## src/rtl/serial_dff_tx.sv

```systemverilog
// serial_dff_tx: parallel-in, serial-out transmitter that drives the d/clk
// pins of a rising-edge master-slave D flip-flop chain, MSB first, and then
// pulses a latch-enable strobe so a downstream latch bank captures the word.
// Everything runs in the system clock domain; sclk is a divided, registered
// copy whose half-period is DIV system-clock cycles.
module serial_dff_tx #(
  parameter int WIDTH = 8,  // bits per frame, >= 2
  parameter int DIV   = 2   // system cycles per sclk half-period, >= 1
) (
  input  logic             clk,
  input  logic             rst_n,
  input  logic             load_valid,
  input  logic [WIDTH-1:0] load_data,
  output logic             load_ready,
  output logic             sdata,
  output logic             sclk,
  output logic             sload,
  output logic             busy,
  output logic             done
);

  // Counter widths; a single-value range still needs one bit.
  localparam int DW = (DIV   > 1) ? $clog2(DIV)   : 1;
  localparam int BW = (WIDTH > 1) ? $clog2(WIDTH) : 1;

  localparam logic [DW-1:0] DIV_LAST = DW'(DIV - 1);
  localparam logic [BW-1:0] BIT_LAST = BW'(WIDTH - 1);

  // LOW and HIGH are the two sclk half-periods of one bit; STROBE holds
  // sload for one half-period after the final falling sclk edge.
  typedef enum logic [1:0] {
    IDLE   = 2'd0,
    LOW    = 2'd1,
    HIGH   = 2'd2,
    STROBE = 2'd3
  } state_t;

  state_t           state, state_nxt;
  logic [DW-1:0]    div_cnt, div_nxt;
  logic [BW-1:0]    bit_cnt, bit_nxt;
  logic [WIDTH-1:0] shreg, shreg_nxt;
  logic             sclk_nxt;
  logic             sload_nxt;
  logic             done_nxt;
  logic             div_end;
  logic             accept;

  // sdata is the top bit of the shift register, so it is registered and
  // changes exactly when the register loads, shifts, or clears.
  assign sdata = shreg[WIDTH-1];

  // Handshake and status are decoded straight from state. Holding load_ready
  // low while rst_n is low keeps the source from believing a word was taken
  // on an edge that the reset branch will discard.
  assign load_ready = (state == IDLE) && rst_n;
  assign busy       = (state != IDLE);
  assign accept     = load_valid && load_ready;
  assign div_end    = (div_cnt == DIV_LAST);

  // State and datapath registers with synchronous active-low reset.
  // NOTE: sequential state uses non-blocking assignments so every register
  // samples the pre-edge values of the others, independent of statement order.
  // NOTE: the shift register is an ordinary flop bank, not a memory, so it is
  // reset along with the rest; that also forces sdata low out of reset.
  always_ff @(posedge clk) begin
    if (!rst_n) begin
      state   <= IDLE;
      div_cnt <= '0;
      bit_cnt <= '0;
      shreg   <= '0;
      sclk    <= 1'b0;
      sload   <= 1'b0;
      done    <= 1'b0;
    end else begin
      state   <= state_nxt;
      div_cnt <= div_nxt;
      bit_cnt <= bit_nxt;
      shreg   <= shreg_nxt;
      sclk    <= sclk_nxt;
      sload   <= sload_nxt;
      done    <= done_nxt;
    end
  end

  // Next-state logic: each non-idle state lasts DIV system cycles.
  // NOTE: every combinational output gets a default first so no path through
  // the case statement leaves it unassigned, which would infer a latch.
  always_comb begin
    state_nxt = state;
    unique case (state)
      IDLE: begin
        if (accept) state_nxt = LOW;
      end
      LOW: begin
        if (div_end) state_nxt = HIGH;
      end
      HIGH: begin
        if (div_end) state_nxt = (bit_cnt == BIT_LAST) ? STROBE : LOW;
      end
      STROBE: begin
        if (div_end) state_nxt = IDLE;
      end
      default: state_nxt = IDLE;
    endcase
  end

  // Next values of the counters and registered outputs for each state.
  always_comb begin
    div_nxt   = div_cnt + DW'(1);
    bit_nxt   = bit_cnt;
    shreg_nxt = shreg;
    sclk_nxt  = sclk;
    sload_nxt = sload;
    done_nxt  = 1'b0;

    unique case (state)
      IDLE: begin
        // The divider idles at zero so the first LOW half-period is full.
        div_nxt = '0;
        if (accept) begin
          shreg_nxt = load_data;
          bit_nxt   = '0;
        end
      end

      LOW: begin
        // Bit has been stable for DIV cycles; raise the receiver clock.
        if (div_end) begin
          div_nxt  = '0;
          sclk_nxt = 1'b1;
        end
      end

      HIGH: begin
        // Falling sclk is the only in-frame point where sdata may move,
        // giving DIV cycles of hold after the rise and setup before the next.
        if (div_end) begin
          div_nxt  = '0;
          sclk_nxt = 1'b0;
          if (bit_cnt == BIT_LAST) begin
            sload_nxt = 1'b1;
          end else begin
            shreg_nxt = {shreg[WIDTH-2:0], 1'b0};
            bit_nxt   = bit_cnt + BW'(1);
          end
        end
      end

      STROBE: begin
        // Close the latch bank, flag completion and park sdata low.
        if (div_end) begin
          div_nxt   = '0;
          sload_nxt = 1'b0;
          done_nxt  = 1'b1;
          shreg_nxt = '0;
        end
      end

      default: begin
        div_nxt = '0;
      end
    endcase
  end

endmodule

```

## config.mk

```make
export PLATFORM = sky130hd
export DESIGN_NAME = serial_dff_tx
export DESIGN_NICKNAME = d
export VERILOG_FILES = /design/src/rtl/serial_dff_tx.sv
export SDC_FILE = /design/constraint.sdc
export NUM_CORES = 1
export LEC_CHECK = 0
export CAP_MARGIN = 20
export CORE_ASPECT_RATIO = 0.8
export CORE_UTILIZATION = 50
export CTS_BUF_LIST = sky130_fd_sc_hd__clkbuf_16
export CTS_CLUSTER_DIAMETER = 30
export DETAILED_ROUTE_END_ITERATION = 16
export PLACE_DENSITY = 0.77
export REMOVE_ABC_BUFFERS = 1
export SLEW_MARGIN = 10
export SYNTH_ARGS = -nofsm -noshare
export SYNTH_HDL_FRONTEND = slang
export SYNTH_SLANG_ARGS = --single-unit
export TNS_END_PERCENT = 10
```

## constraint.sdc

```tcl
create_clock -name clk -period 3.1 [get_ports clk]
set_input_delay 0.62 -clock clk [delete_from_list [all_inputs] [get_ports clk]]
set_output_delay 0.62 -clock clk [all_outputs]
set_load 0.1 [all_outputs]
```

=== Word level (Yosys, flattened, before mapping) ===
Cells that the tools add are included.

* Input port bits: 11
* Word-level logic and storage cells: 58
* Register bits: 17

* Add/subtract/negate cells: 2
* Eq/ne operators: 10
* Reduce and logical (&&, ||, !) cells: 15
* Muxes and demuxes: 24

{| class="wikitable"
|+ Operators by type and width
! operator !! number
|-
| 2-to-1 mux 8 bit || 4
|-
| one-hot mux 8 bit (3 select lines) || 1
|-
| inequality test 2 bit, second input constant || 6
|-
| AND reduction 4 bit || 3
|-
| 2-to-1 mux 2 bit || 5
|-
| 2-to-1 mux 3 bit || 3
|-
| one-hot mux 2 bit (4 select lines) || 1
|-
| nonzero test 2 bit || 4
|-
| 2-to-1 mux 1 bit || 6
|-
| one-hot mux 1 bit (2 select lines) || 3
|-
| one-hot mux 3 bit (2 select lines) || 1
|-
| AND reduction 5 bit || 1
|-
| equality test 2 bit, second input constant || 2
|-
| adder 3 x 1 -> 3 bit, second input constant || 1
|-
| equality test 3 bit, second input constant || 1
|-
| AND reduction 3 bit || 1
|-
| nonzero test 3 bit || 1
|-
| OR reduction 3 bit || 1
|-
| equality test 2 x 1 -> 1 bit, second input constant || 1
|-
| logical AND 1 bit || 2
|-
| zero test 2 bit || 1
|-
| AND reduction 2 bit || 1
|-
| adder 1 bit, second input constant || 1
|}

=== Logic depth before layout (Yosys ltp) ===
Gate-level depths: netlist (run 1).

* Depth in word-level cells: 5
* Mapped depth: 8
* Depth with buffers taken out: 6

=== Worst setup path after synthesis (run 1) ===
Ideal clock, no wire load.

* Path type: register to output
* Start point: reg state[1]
* End point: out load_ready
* Cell stages (with the launch flop): 5
* Data arrival time: 2.476 ns
* Buffers on the path: 0
* Required time: 2.480 ns
* Path slack: 0.004 ns
* Cell sequence: dfxtp_1 > inv_1 > ha_1 > inv_1 > nor2_1

* Cells in the longest elaborated chain, start to end: 2

{| class="wikitable"
|+ RTL lines
! element !! RTL line !! text
|-
| start, declared || 38 || <nowiki>state_t state, state_nxt;</nowiki>
|-
| start signal, assigned || 75 || <nowiki>state <= state_nxt;</nowiki>
|-
| zero test 2 bit || 55 || <nowiki>assign load_ready = (state == IDLE) && rst_n;</nowiki>
|-
| logical AND 1 bit || 55 ||
|-
| end, declared || 14 || <nowiki>output logic load_ready,</nowiki>
|}

Every way passes these cells.

=== Worst setup path in the final report (run 1) ===
* Start point: in rst_n
* End point: out load_ready

* Cells in the longest elaborated chain, start to end: 1

{| class="wikitable"
|+ RTL lines
! element !! RTL line !! text
|-
| start, declared || 11 || <nowiki>input logic rst_n,</nowiki>
|-
| logical AND 1 bit || 55 ||
|}

Every way passes these cells.

==> results of run 1 <==
==> flip-flops by register name, summed over array words and instances, names as in the netlist <==
signal	count
sclk	1
done	1
state	2
bit_cnt	3
shreg	8
sload	1
div_cnt	1
==> layout by cell type (no fill, tap or decap), drive strengths merged <==
cell and n:
a211oi 4, a21oi 8, a22o 2, a22oi 5
a2bb2oi 1, a41o 1, and2 1, buf 7
clkbuf 3, clkdlybuf4s50 10, clkinv 1, dfxtp 17
ha 6, inv 5, mux2i 1, nand2 10
nand2b 1, nand3 6, nand3b 2, nor2 8
nor2b 2, nor3 3, nor3b 3, nor4 1
o211a 5, o21ai 1, o22ai 1, o31ai 1
==> worst register-to-register path: stages, from the launching register on <==
cell	delay, ps
dfxtp_1	350
inv_1	100
ha_1	630
nand3b_1	240
o31ai_4	160
and2_4	290
mux2i_1	210
==> layer usage <==
layer / share of wire / GRT usage / up-vias
li1: - / - / 397
met1: 0.47 / 0.291 / 372
met5: 0 / 0 / -
met4: 0.0060 / 0.0857 / 0
met3: 0.046 / 0.0568 / 2
met2: 0.47 / 0.368 / 20
==> power by group through the flow <==
stage	clock, mW	combinational [mW]	sequential, mW
after detailed placement	0	0.533	0.320
after global routing	0.264	0.582	0.323
after CTS	0.254	0.540	0.317
after global placement	0	0.527	0.315
after floorplan	0	0.380	0.351
final	0.250	0.544	0.318
==> kinds of logic after synthesis <==
kind of cell | Yosys count | share of synthesized area
and+or+nand+nor | 37 | 0.209
muxes | 1 | 0.0109
DFF | 17 | 0.371
buffers and inverters | 10 | 0.0627
AOI/OAI and AO/OA | 29 | 0.265
adders and majority gates | 6 | 0.0819
==> worst min-delay path by stage <==
stage	to	slack, ps	depth (start not counted)
finish	sclk	490	2
detailed placement	shreg[0]	470	2
global placement	shreg[0]	440	2
global route	bit_cnt[1]	510	1
CTS	bit_cnt[1]	490	1
floorplan	shreg[0]	440	2
==> cell type report <==
class                   instances  share of cell area
flip-flops and latches         17               0.296
clock buffers                   3              0.0653
clock inverters                 1             0.00326
repair buffers                 17               0.144
inverters                       5              0.0163
well taps                      22              0.0239
multi-input cells              73               0.452
==> results.json, run 1 <==
{
  "nets": 134,
  "area_growth_pct": 25.4,
  "combinationalPowerShare": 0.489,
  "power.total_mw": 1.11,
  "layout.cells.non_filler": 138,
  "placed_area_sq_um": 1070,
  "post_cts_buffers": 0,
  "syn-instance-count": 100,
  "antenna_found_initial": 0,
  "slowest_delay_ps": 480,
  "critPathCaptureType": "output port",
  "dp_slack_ps": 618,
  "fp.dieH_microns": 40.3,
  "required_ps": 2480,
  "post_drt_wl_per_cell_microns": 15.6,
  "htree_levels": 1,
  "grt_max_degree": 21,
  "setup_viol": 0,
  "worst-path-stages": 4,
  "cts_tree": "done",
  "rows": 13,
  "synth.yosys.seq_area_share": 0.371,
  "ant_nets": 0,
  "die_x_microns": 49.9,
  "route.detailed.drc": 0,
  "crit_path_cell_trace": "clkdlybuf4s50_1 -> clkinv_1 -> nor2_1 -> buf_12",
  "dp.cells": 134,
  "grt_pass1_wl_microns": 3170,
  "avgViaCountPerCell": 5.73,
  "r2r.worst_path.cells": 6,
  "synthTopCellsByArea": "dfxtp_1, ha_1, o211a_1",
  "p_seq_frac": 0.286,
  "yosysTopAreaCell": "dfxtp_1",
  "p_int_mw": 0.635,
  "hold_slack_ps": 490,
  "worstHoldPathType": "register to register",
  "clock_latency_ps": 240,
  "hold_viol": 0,
  "dieArea_sq_um": 2010,
  "synth_flop_cell": "dfxtp_1",
  "crit_end": "load_ready",
  "synth_top_cell_area_share": 0.371,
  "regArea_sq_um": 340,
  "clk_pin_slew_ps": 50,
  "clk_path_buf_depth": 2,
  "rr_startpoint": "state[0]",
  "cts.sinks": 17,
  "ys_types": 31,
  "synth-async-reset-ratio": 0,
  "multi_input_area_sq_um": 519,
  "p_per_area_nw_per_um2": 967,
  "finalCritPeriodShare": 0.807,
  "gp_congestion": 0.840,
  "status": "complete, no violations",
  "grt_use_total": 0.225,
  "cp_slowest_cell": "clkdlybuf4s50_1",
  "portBuffers": 16,
  "pwr-share-clk": 0.225,
  "path_buf_inv": 3,
  "ctsResizeCount": 0,
  "synth_edf_count": 0,
  "fill_cells": 131,
  "drt_pre_antenna_iters": 4,
  "num_antenna_cells": 0,
  "drt-total-wl_microns": 2150,
  "yosysMostFrequentCell": "dfxtp_1",
  "ys_seq_elements": 17,
  "clockRootBuffer": "clkbuf_16",
  "min_from": "sclk",
  "netlist_area_sq_um": 917,
  "cp_top_family": "buffers and inverters",
  "avgSynthCellArea_sq_um": 9.17,
  "core_area_sq_um": 1680,
  "ctsHoldBuffers": 0,
  "dp_hpwl_microns": 1430,
  "vias": 791,
  "setup_ws_ps": 600,
  "fin_area_sq_um": 1150,
  "layout-drive-gt1-share": 0.138,
  "synth_common_cells": "dfxtp_1, nand2_1, a21oi_1, nor2_1",
  "critPathLaunchType": "input port",
  "worstReg2RegEnd": "shreg[0]",
  "rrSetupSlack_ps": 1050,
  "numCtsBuffers": 3,
  "critical_path_peak_fanout": 10,
  "final-max-slew-violation-count": 0,
  "ir_drop_mv": 0.685,
  "cp.arrival_ps": 1880,
  "p_leak_nw": 0.517,
  "grt_overflow_total": 0,
  "yosysWarnings": 0,
  "tns_ps": 0,
  "min_period_ps": 2500,
  "drt_iter0_markers": 39,
  "initial_core_util": 0.547,
  "grt_setup_unrepaired": "false",
  "fin_skew_ps": 4.65,
  "cap_violations": 0,
  "switchingPower_mw": 0.477,
  "critical_path.startpoint": "rst_n",
  "grt_pass1_vias": 657,
  "ioPinCount": 17,
  "worstSetupPathType": "input port to output port",
  "p_sw_frac": 0.429,
  "tightest_slew_ps": 721,
  "max_clock_freq_mhz": 400,
  "post-route-util": 0.686,
  "slew_headroom": 0.519
}
No activity file was read; power rests on OpenSTA's default activity.
==> inputs of run 2 (changes only) <==
--- a/config.mk
+++ b/config.mk
@@ -7,11 +7,11 @@
 export LEC_CHECK = 0
 export CAP_MARGIN = 20
 export CORE_ASPECT_RATIO = 0.8
-export CORE_UTILIZATION = 50
+export CORE_UTILIZATION = 45
 export CTS_BUF_LIST = sky130_fd_sc_hd__clkbuf_16
 export CTS_CLUSTER_DIAMETER = 30
 export DETAILED_ROUTE_END_ITERATION = 16
-export PLACE_DENSITY = 0.77
+export PLACE_DENSITY = 0.73
 export REMOVE_ABC_BUFFERS = 1
 export SLEW_MARGIN = 10
 export SYNTH_ARGS = -nofsm -noshare
==> constraint.sdc (replaced) <==
create_clock -name clk -period 2.3 [get_ports clk]
set_input_delay 0.46 -clock clk [delete_from_list [all_inputs] [get_ports clk]]
set_output_delay 0.46 -clock clk [all_outputs]
set_load 0.1 [all_outputs]
==> results.json, run 2 (same netlist as run 1, synthesis figures left out) <==
{
  "status": "complete, no violations",
  "avgViaCountPerCell": 5.72,
  "drt-total-wl_microns": 1840,
  "clockRootBuffer": "clkbuf_16",
  "nets": 137,
  "power.total_mw": 1.53,
  "finalCritPeriodShare": 0.854,
  "p_leak_nw": 0.534,
  "clock_latency_ps": 250,
  "placed_area_sq_um": 1110,
  "drt_pre_antenna_iters": 7,
  "cp_common_cell": "inv_1",
  "grt_setup_unrepaired": "false",
  "required_ps": 1840,
  "grt_pass1_vias": 687,
  "ant_nets": 0,
  "grt_use_total": 0.183,
  "layout-drive-gt1-share": 0.168,
  "slowest_delay_ps": 320,
  "route.detailed.drc": 0,
  "max_clock_freq_mhz": 509,
  "ctsResizeCount": 0,
  "largest_reg_flops": 8,
  "final_cell_mix": "dfxtp_1, nand2_1, clkdlybuf4s50_1",
  "dieArea_sq_um": 2220,
  "busiest_layer": "met2",
  "hold_viol": 0,
  "post_drt_wl_per_cell_microns": 12.8,
  "reg_top3": "shreg: 8 flops, bit_cnt: 3 flops, state: 2 flops",
  "worstHoldPathType": "register to register",
  "setup_viol": 0,
  "initial_core_util": 0.485,
  "min_period_ps": 1960,
  "multi_input_area_sq_um": 519,
  "vias": 818,
  "drt_iter0_markers": 32,
  "ctsHoldBuffers": 0,
  "clk_pin_slew_ps": 50,
  "grt_overflow_total": 0,
  "fin_skew_ps": 6.28,
  "rows": 14,
  "ioPinCount": 17,
  "p_per_area_nw_per_um2": 1290,
  "gp_congestion": 0.796,
  "fin_area_sq_um": 1190,
  "ir_drop_mv": 0.829,
  "top_register": "shreg",
  "met3_usage": 0.0652,
  "die_x_microns": 52.5,
  "cts.sinks": 17,
  "num_antenna_cells": 0,
  "fill_cells": 162,
  "critPathCaptureType": "output port",
  "grt_pass1_wl_microns": 3010,
  "grt_use_met1": 0.255,
  "antenna_found_initial": 0,
  "clk_path_buf_depth": 2,
  "portBuffers": 16,
  "post_cts_buffers": 0,
  "cp_slowest_cell": "dfxtp_1",
  "slew_headroom": 0.675,
  "cap_violations": 0,
  "htree_levels": 1,
  "regArea_sq_um": 340,
  "worstSetupPathType": "register to output port",
  "grt_max_degree": 14,
  "cp.arrival_ps": 1500,
  "dp_hpwl_microns": 1370,
  "critical_path_peak_fanout": 6,
  "crit_path_cell_trace": "inv_1 -> ha_1 -> inv_1 -> nor2_1 -> buf_12",
  "numCtsBuffers": 3,
  "core_area_sq_um": 1890,
  "met2_usage": 0.258,
  "final-max-slew-violation-count": 0,
  "final_common_cell": "dfxtp_1",
  "critPathLaunchType": "register",
  "area_growth_pct": 29.6,
  "cts_tree": "done",
  "fp.dieH_microns": 42.4,
  "tightest_slew_ps": 487
}
run 2: changes by cell type in the layout (fill, tap and decap cells not counted):
cell | previous run | this run
buf_12 | 1 | 2
buf_4 | 6 | 8
clkinv_2 | 0 | 1
inv_1 | 5 | 4
run 2: path summary, 6_finish.rpt:
path / startpoint / to / slack, ps / cells after the start
hold reg to reg: shreg[0] / shreg[0] / 460 / 2
hold / removal: shreg[0] / shreg[0] / 460 / 2
setup reg to reg: state[0] / shreg[0] / 460 / 5
setup / recovery: state[1] / load_ready / 340 / 5
run 2: worst max-delay path, delay by kind of cell (launching register included):
family | cells | cell delay [ps]
adder cells (fa/ha/maj) | 1 | 280
buffers and inverters | 3 | 450
flip-flops | 1 | 320
AND/OR/NAND/NOR | 1 | 210
run 2: layer usage:
metal,vias up,wire (microns)
met4,0,19
met3,6,129
met2,37,772
met5,-,0
met1,370,915
li1,405,-
run 2: metrics by stage:
stage	worst slack [ps]	cells	hold slack [ps]	util	TNS [ps]
finish	336	143	457	0.628	0
global route	264	143	487	0.628	0
CTS	337	143	460	0.628	0
detailed placement	342	139	452	0.586	0
global placement	355	139	451	0.586	0
floorplan	-636	95	435	-	-636
run 2: report_power, final:
part	total, mW	internal [mW]	switching (mW)
sequential	0.423	0.365	0.0577
combinational	0.757	0.291	0.465
clock	0.352	0.233	0.119
run 2: final cells by class:
| class | instances | share of cell area |
|---|---|---|
| multi-input cells | 73 | 0.437 |
| inverters | 5 | 0.0158 |
| well taps | 24 | 0.0253 |
| flip-flops and latches | 17 | 0.286 |
| clock buffers | 3 | 0.0632 |
| clock inverters | 1 | 0.00421 |
| repair buffers | 20 | 0.168 |
==> inputs of run 3 (changes only) <==
--- a/config.mk
+++ b/config.mk
@@ -12,9 +12,8 @@
 export CTS_CLUSTER_DIAMETER = 30
 export DETAILED_ROUTE_END_ITERATION = 16
 export PLACE_DENSITY = 0.73
-export REMOVE_ABC_BUFFERS = 1
 export SLEW_MARGIN = 10
 export SYNTH_ARGS = -nofsm -noshare
 export SYNTH_HDL_FRONTEND = slang
 export SYNTH_SLANG_ARGS = --single-unit
-export TNS_END_PERCENT = 10
+export TNS_END_PERCENT = 5
==> results.json, run 3 (same netlist as run 1, synthesis figures left out) <==
{
  "status": "complete, no violations",
  "path_buf_inv": 3,
  "top_register": "shreg",
  "fin_area_sq_um": 1190,
  "cap_violations": 0,
  "setup_viol": 0,
  "tightest_slew_ps": 467,
  "clk_path_buf_depth": 2,
  "setup_ws_ps": 399,
  "vias": 800,
  "slowest_delay_ps": 320,
  "cp.arrival_ps": 1440,
  "gp_congestion": 0.833,
  "fp.dieH_microns": 42.4,
  "initial_core_util": 0.485,
  "post_cts_buffers": 0,
  "critPathLaunchType": "register",
  "hold_viol": 0,
  "final-max-slew-violation-count": 0,
  "tns_ps": 0,
  "cts_tree": "done",
  "ant_nets": 0,
  "power.total_mw": 1.54,
  "p_leak_nw": 0.532,
  "grt_pass1_wl_microns": 2940,
  "grt_use_total": 0.183,
  "ctsHoldBuffers": 0,
  "layout-drive-gt1-share": 0.161,
  "critical_path_peak_fanout": 6,
  "max_clock_freq_mhz": 526,
  "avgViaCountPerCell": 5.63,
  "grt_overflow_total": 0,
  "critPathCaptureType": "output port",
  "htree_levels": 1,
  "worstSetupPathType": "register to output port",
  "dieArea_sq_um": 2220,
  "ir_drop_mv": 0.976,
  "dp.cells": 138,
  "synth_nets": 117,
  "drt_iter0_markers": 25,
  "finalCritPeriodShare": 0.827,
  "cts.sinks": 17,
  "cp_top_family": "buffers and inverters",
  "largest_reg_flops": 8,
  "post_drt_wl_per_cell_microns": 13.5,
  "drt_pre_antenna_iters": 4,
  "area_growth_pct": 29.5,
  "grt_setup_unrepaired": "false",
  "core_area_sq_um": 1890,
  "p_per_area_nw_per_um2": 1290,
  "portBuffers": 16,
  "dp_hpwl_microns": 1360,
  "numCtsBuffers": 3,
  "clockRootBuffer": "clkbuf_16",
  "final_common_cell": "dfxtp_1",
  "crit_path_cell_trace": "inv_1 -> ha_1 -> inv_1 -> nor2_4 -> buf_12",
  "grt_pass1_vias": 668,
  "placed_area_sq_um": 1110,
  "ctsResizeCount": 0,
  "clock_latency_ps": 250,
  "drt-total-wl_microns": 1910,
  "post-route-util": 0.628,
  "fin_skew_ps": 2.21,
  "required_ps": 1840,
  "ioPinCount": 17,
  "cp_common_cell": "inv_1",
  "antenna_found_initial": 0,
  "num_antenna_cells": 0,
  "final_cell_mix": "dfxtp_1, nand2_1, clkdlybuf4s50_1",
  "hold_slack_ps": 466,
  "layout.cells.non_filler": 142,
  "dp_slack_ps": 352,
  "nets": 136,
  "reg_top3": "shreg: 8 flops, bit_cnt: 3 flops, state: 2 flops",
  "worstHoldPathType": "register to register",
  "clk_pin_slew_ps": 50,
  "grt_max_degree": 13,
  "cp_slowest_cell": "dfxtp_1",
  "rows": 14,
  "route.detailed.drc": 0,
  "min_period_ps": 1900,
  "die_x_microns": 52.5,
  "slew_headroom": 0.689
}
## run 3: cell count changes in the layout (fill, tap and decap cells not counted), sizes merged
cell and change:
clkinv -1, buf -1, inv +1
## run 3: worst min-delay path, delay by kind of cell, from the launching register on
family           cells  cell delay [ps]
flip-flops           1              310
multiplexers         1               50
AND/OR/NAND/NOR      1               50
## run 3: where the power goes
group          switching [mW]  internal, mW
logic                   0.474         0.295
clock network           0.112         0.231
registers              0.0588         0.365
total                   0.645         0.891
## run 3: layout make-up
cell class                      instances  area [sq um]
Clock inverter                          1          3.75
Clock buffer                            3          75.1
Sequential cell                        17           340
Tap cell                               24          30.0
Multi-Input combinational cell         73           527
Fill cell                             153           704
Inverter                                5          18.8
Timing Repair Buffer                   19           193
## run 3: layer usage
| metal | global-route usage | vias up | routed length (microns) |
|---|---|---|---|
| met2 | 0.258 | 33 | 788 |
| met3 | 0.0688 | 2 | 143 |
| met5 | 0 | - | 0 |
| li1 | - | 402 | - |
| met1 | 0.253 | 363 | 960 |
| met4 | 0.0632 | 0 | 20 |
## run 3: path summary, 6_finish.rpt
check | slack (ps) | startpoint | cells after the start | to
worst max-delay path | 400 | state[1] | 5 | load_ready
worst min-delay path | 470 | shreg[0] | 2 | shreg[0]
worst min register to register | 470 | shreg[0] | 2 | shreg[0]
worst max register to register | 480 | state[0] | 5 | shreg[0]
